## src/rtl/rr_arb_pkg.sv

```systemverilog
// Shared types, sizes and the rotating-priority search for the round-robin arbiter.
package rr_arb_pkg;

  localparam int unsigned NUM_REQ = 4;
  localparam int unsigned IDX_W   = 2;

  typedef enum logic {IDLE, GRANT} state_t;

  // Returns {found, idx}: first set bit of req scanning last+1, last+2, ... last (mod NUM_REQ).
  function automatic logic [IDX_W:0] next_winner(input logic [NUM_REQ-1:0] req,
                                                  input logic [IDX_W-1:0]   last);
    logic [IDX_W-1:0] cand;
    logic             found;
    next_winner = '0;
    found       = 1'b0;
    for (int unsigned off = 1; off <= NUM_REQ; off++) begin
      cand = last + IDX_W'(off);
      if (!found && req[cand]) begin
        found       = 1'b1;
        next_winner = {1'b1, cand};
      end
    end
  endfunction

endpackage

```

## src/rtl/rr_onehot_dec.sv

```systemverilog
// 2-to-4 enable decoder turning a granted index into a one-hot grant vector.
module rr_onehot_dec
  import rr_arb_pkg::*;
(
  input  logic               en,
  input  logic [IDX_W-1:0]   idx,
  output logic [NUM_REQ-1:0] y
);

  always_comb begin
    y = '0;
    if (en) y[idx] = 1'b1;
  end

endmodule

```

## src/rtl/rr_grant_arbiter.sv

```systemverilog
// Four-requester round-robin arbiter with release detection and a hold-time limit.
module rr_grant_arbiter
  import rr_arb_pkg::*;
#(
  parameter int unsigned MAX_HOLD = 8,
  parameter int unsigned CNT_W    = 4
) (
  input  logic                clk,
  input  logic                rst,
  input  logic                en,
  input  logic [NUM_REQ-1:0]  req,
  output logic [NUM_REQ-1:0]  gnt,
  output logic [IDX_W-1:0]    gnt_idx,
  output logic                gnt_valid
);

  localparam logic [CNT_W-1:0] HOLD_LAST = CNT_W'((MAX_HOLD == 0) ? 0 : MAX_HOLD - 1);

  state_t               state, state_nxt;
  logic [IDX_W-1:0]     last, last_nxt, idx_nxt;
  logic                 valid_nxt;
  logic [CNT_W-1:0]     hold_cnt, cnt_nxt;
  logic [NUM_REQ-1:0]   others, gnt_nxt;
  logic [IDX_W:0]       win_all, win_oth;
  logic                 timeout;

  always_comb begin
    others    = req & ~(NUM_REQ'(1) << gnt_idx);
    win_all   = next_winner(req, last);
    win_oth   = next_winner(others, last);
    timeout   = (MAX_HOLD != 0) && (hold_cnt == HOLD_LAST);
    state_nxt = state;
    last_nxt  = last;
    idx_nxt   = gnt_idx;
    valid_nxt = gnt_valid;
    cnt_nxt   = hold_cnt;
    case (state)
      IDLE: begin
        valid_nxt = 1'b0;
        if (en && win_all[IDX_W]) begin
          state_nxt = GRANT;
          idx_nxt   = win_all[IDX_W-1:0];
          last_nxt  = win_all[IDX_W-1:0];
          valid_nxt = 1'b1;
          cnt_nxt   = '0;
        end
      end
      GRANT: begin
        if (!en) begin
          state_nxt = IDLE;
          valid_nxt = 1'b0;
        end else if (!req[gnt_idx] || timeout) begin
          // Release and timeout share the same hand-off: the next winner among the others.
          cnt_nxt = '0;
          if (win_oth[IDX_W]) begin
            idx_nxt  = win_oth[IDX_W-1:0];
            last_nxt = win_oth[IDX_W-1:0];
          end else if (!req[gnt_idx]) begin
            state_nxt = IDLE;
            valid_nxt = 1'b0;
          end
        end else begin
          cnt_nxt = hold_cnt + 1'b1;
        end
      end
      default: state_nxt = IDLE;
    endcase
  end

  rr_onehot_dec u_dec (
    .en  (valid_nxt),
    .idx (idx_nxt),
    .y   (gnt_nxt)
  );

  always_ff @(posedge clk) begin
    if (rst) begin
      state     <= IDLE;
      last      <= '1;
      gnt       <= '0;
      gnt_idx   <= '0;
      gnt_valid <= 1'b0;
      hold_cnt  <= '0;
    end else begin
      state     <= state_nxt;
      last      <= last_nxt;
      gnt       <= gnt_nxt;
      gnt_idx   <= idx_nxt;
      gnt_valid <= valid_nxt;
      hold_cnt  <= cnt_nxt;
    end
  end

endmodule

```

## config.mk

```make
export PLATFORM = sky130hd
export DESIGN_NAME = rr_grant_arbiter
export DESIGN_NICKNAME = d
export VERILOG_FILES = /design/src/rtl/rr_arb_pkg.sv /design/src/rtl/rr_onehot_dec.sv /design/src/rtl/rr_grant_arbiter.sv
export SDC_FILE = /design/constraint.sdc
export NUM_CORES = 1
export LEC_CHECK = 0
export ABC_AREA = 1
export CORE_AREA = 2 2 72 74
export CTS_CLUSTER_DIAMETER = 120
export CTS_CLUSTER_SIZE = 10
export DETAILED_ROUTE_END_ITERATION = 12
export DIE_AREA = 0 0 74 76
export SETUP_SLACK_MARGIN = 0.15
export SLEW_MARGIN = 0
export SYNTH_ARGS = -nofsm -noshare
export SYNTH_HDL_FRONTEND = slang
export SYNTH_HIERARCHICAL = 1
export SYNTH_SLANG_ARGS = --single-unit
```

## constraint.sdc

```tcl
create_clock -name clk -period 4.3 [get_ports clk]
set_input_delay 0.86 -clock clk [delete_from_list [all_inputs] [get_ports clk]]
set_output_delay 0.86 -clock clk [all_outputs]
set_load 0.005 [all_outputs]
```

==> impl_metrics.csv <==
group,metric,value,unit
setup_path,path_cells,"clkdlybuf4s50_1, inv_1, o21ai_1, inv_1, o21ai_2, inv_2, nand3_2, nand2_4, inv_4, nand2_1, nand3_1, nand2_1, inv_1, nand2_1, nor2_1, inv_1, nor2_1",
synthesis,ys_seq_elements,14,
sta,timing.final.crit_share,60.2,%
synthesis,synth-edff-count,0,
power_and_ir_drop,power.density_cell_area,613,nW/um^2
layout,final_nets,223,
setup_path,timing.critical_path.fanout_max,7,
sta,fin_setup_tns,0,ns
setup_path,crit_cells,17,
floorplanning,fp.dieW,74,um
synthesis,synth_fp_nets,210,
floorplanning,floorplan.die_area,5620,sq um
power_and_ir_drop,leakagePower,0.000661,uW
grt,grt_max_degree,16,
setup_path,worst-setup-path-type,"input pin to flip-flop",
grt,global_route_wire_length_before_repair,4.71,mm
sta,finalSetupViolCount,0,
setup_path,worst_ep_arrival_time,2.77,ns
synthesis,post-synth-top-area-cell,"sky130_fd_sc_hd__dfxtp_1",
sta,fin_crit_period,2.59,ns
run,cap_viol_max_count,0,
grt,gr-total-overflow,0,
floorplanning,floorplan.initialDensity,23.7,%
grt,first_global_vias,1121,
setup_path,required,4.48,ns
sta,fmax,386,MHz
power_and_ir_drop,vdd_drop_max,0.200,mV
grt,grtUsageTotal,10.4,%
route,detail_route.wl_per_cell,9.57,um
setup_path,slowest_stage,"sky130_fd_sc_hd__clkdlybuf4s50_1",
synthesis,synthesis.instances,202,
sta,slew_headroom,66.4,%
synthesis,synth-seq-area-share,24.0,%
setup_path,cpMostUsedCell,"sky130_fd_sc_hd__inv_1",
synthesis,post_synth_most_frequent_cells,"sky130_fd_sc_hd__nand2_1, sky130_fd_sc_hd__nand3_1, sky130_fd_sc_hd__inv_1, sky130_fd_sc_hd__nor2_1, sky130_fd_sc_hd__dfxtp_1",
placement,gp_congestion,0.817,
floorplanning,io_pins,14,
setup_path,cp-start-kind,"input pin",
worst_hold_path,timing.hold.worst.class,"flip-flop to flip-flop",
clock_tree,cts.hold.buffers_added,0,
synthesis,synth_top_flop_cell,"sky130_fd_sc_hd__dfxtp_1",
floorplanning,die_y,76,um
synthesis,leading_cell_type_by_number_of_instances_after_synthesis,"sky130_fd_sc_hd__nand2_1",
setup_path,cp-end-kind,"flip-flop",
synthesis,synth.area.top_cells,"sky130_fd_sc_hd__dfxtp_1, sky130_fd_sc_hd__nand2_1, sky130_fd_sc_hd__nand3_1, sky130_fd_sc_hd__inv_1, sky130_fd_sc_hd__nor2_1",
synthesis,synth.yosys.warnings,6,
setup_path,worst_path_largest_cell_delay,0.57,ns
layout,number_of_inserted_diodes,0,
floorplanning,placeable_core_region,4910,sq um
route,drc,0,
synthesis,synth_area_per_cell,5.77,sq um
route,drt-total-wl,2.72,mm
sta,grt_setup_unrepaired,"false",
setup_path,critical_path.n_buffers_inverters,7,
layout,layout.core_utilization,28.6,%
synthesis,synthDistinctLibCells,24,
route,drt_iter0_drc,48,
layout,final_layout_size_suffix_gt1_share,8.88,%
layout,areaGrowthSynthToFinish,20.5,%
route,routed-via-count,1251,
clock_tree,cts.sink_count,14,
sta,report.final.slew_viol_count,0,
grt,grt_antenna_before_repair,0,
clock_tree,worst_setup_hold_path_clk_slew,0.06,ns
route,average_via_count_per_standard_cell,4.40,
synthesis,mappedNetlistArea,1170,sq um
clock_tree,cts_made_buffers,3,
placement,dp_hpwl,2.16,mm
placement,detailed_place.area,1350,sq um
setup_path,crit_end,"gnt[0]$_SDFF_PP0_",
setup_path,worst_setup_path_startpoint,"req[3]",
layout,layout.filler_cells,563,
synthesis,synth-async-reset-ratio,0,%
sta,worst-slew-pin-transition,0.503,ns
setup_path,worst-r2r-setup-slack,1.95,ns
layout,multi_input_logic_area,749,sq um
power_and_ir_drop,post-layout-total-power,862,uW
layout,number_of_cells_in_the_finished_layout_apart_from_fillers,284,
clock_tree,clock_latency,0.24,ns
clock_tree,tritoncts,"done",
route,drt.antenna.violating_nets,0,
clock_tree,post_cts_repair_timing_setup_buffer_count,0,
sta,report.final.hold_viol_count,0,
setup_path,critical_path.top_delay_family,"buffers and inverters",
sta,timing.clock.skew,0.00151,ns
setup_path,crit-reg2reg-launch,"last[0]$_SDFFE_PP1P_",
clock_tree,ctsLongestPathBuffers,2,
clock_tree,cts_resized,0,
synthesis,synth_top_area_share,24.0,%
placement,placed_cells,280,
run_status,status,"complete, no violations",
floorplanning,num_rows,26,
clock_tree,clock-root-buffer,"sky130_fd_sc_hd__clkbuf_8",
placement,port_buffers,13,
setup_path,r2r-end,"gnt[3]$_SDFF_PP0_",
clock_tree,cts_max_level,1,
layout,register_area,280,sq um
layout,post-route-cell-area,1410,sq um
setup_path,r2r.worst_path.cells,16,
route,drt_first_pass_iters,4,
worst min-delay path, stage by stage (launching register included):
cell	delay [ns]
sky130_fd_sc_hd__dfxtp_1	0.30
sky130_fd_sc_hd__nand2_1	0.06
sky130_fd_sc_hd__a21oi_1	0.05
metal layers:
metal | routed length [um] | GRT usage [%] | part of all wire [%] | vias to the layer above
li1 | - | - | - | 682
met1 | 1420 | 14.0 | 52 | 547
met2 | 1180 | 16.6 | 43 | 18
met3 | 75 | 1.59 | 2.8 | 4
met4 | 37 | 3.27 | 1.4 | 0
met5 | 0 | 0 | 0 | -
worst min-delay path by stage:
stage	from	endpoint	slack (ns)	cells past startpoint
global route	hold_cnt[1]$_SDFFE_PP0P_	hold_cnt[1]$_SDFFE_PP0P_	0.53	2
detailed placement	hold_cnt[3]$_SDFFE_PP0P_	hold_cnt[3]$_SDFFE_PP0P_	0.46	2
finish	hold_cnt[3]$_SDFFE_PP0P_	hold_cnt[3]$_SDFFE_PP0P_	0.46	2
global placement	hold_cnt[3]$_SDFFE_PP0P_	hold_cnt[3]$_SDFFE_PP0P_	0.45	2
floorplan	hold_cnt[3]$_SDFFE_PP0P_	hold_cnt[3]$_SDFFE_PP0P_	0.44	2
CTS	hold_cnt[3]$_SDFFE_PP0P_	hold_cnt[3]$_SDFFE_PP0P_	0.47	2
through the flow:
step           hold slack (ns)  setup WS (ns)
2_1_floorplan            0.439           2.21
3_3_place_gp             0.451           1.48
3_5_place_dp             0.459           1.44
4_1_cts                  0.468           1.69
5_1_grt                  0.525           1.41
6_report                 0.464           1.71
report_power, final:
| group | internal (uW) | switching [uW] | leakage (uW) |
|---|---|---|---|
| combinational | 191 | 346 | 0.000518 |
| sequential | 154 | 43.4 | 0.000115 |
| clock | 81.1 | 46.7 | 0.0000288 |
| total | 426 | 436 | 0.000661 |
cells by family (layout without fill, tap and decap cells):
| kind of cell | count (synthesis) | in the layout | share of synthesized area, % |
|---|---|---|---|
| fa+ha+maj | 1 | 1 | 1.07 |
| buf+inv | 31 | 43 | 11.7 |
| compound gates | 27 | 27 | 13.3 |
| simple gates | 129 | 129 | 49.9 |
| flops | 14 | 14 | 24.0 |
layout by cell type, fill, tap and decap left out, types with 4 or more instances in the layout:
cell	instances
sky130_fd_sc_hd__o21ai_0	5
sky130_fd_sc_hd__inv_1	22
sky130_fd_sc_hd__dfxtp_1	14
sky130_fd_sc_hd__nand2_1	67
sky130_fd_sc_hd__a21oi_1	11
sky130_fd_sc_hd__clkdlybuf4s50_1	13
sky130_fd_sc_hd__clkbuf_8	4
sky130_fd_sc_hd__nand3_1	29
sky130_fd_sc_hd__nor2_1	20
sky130_fd_sc_hd__o21ai_1	4
state kept, by name (all words and copies together) (netlist names):
name and flops:
gnt 4, gnt_idx 2, gnt_valid 1, hold_cnt 4
last 2, state 1
final cells by class:
class	count	area share, %
sequential	14	19.9
tap	70	6.23
timing repair buffer	13	9.26
clock buffer	4	3.92
multi-input combinational	157	53.3
inverter	26	7.30
Power figures use the tool's default switching activity.
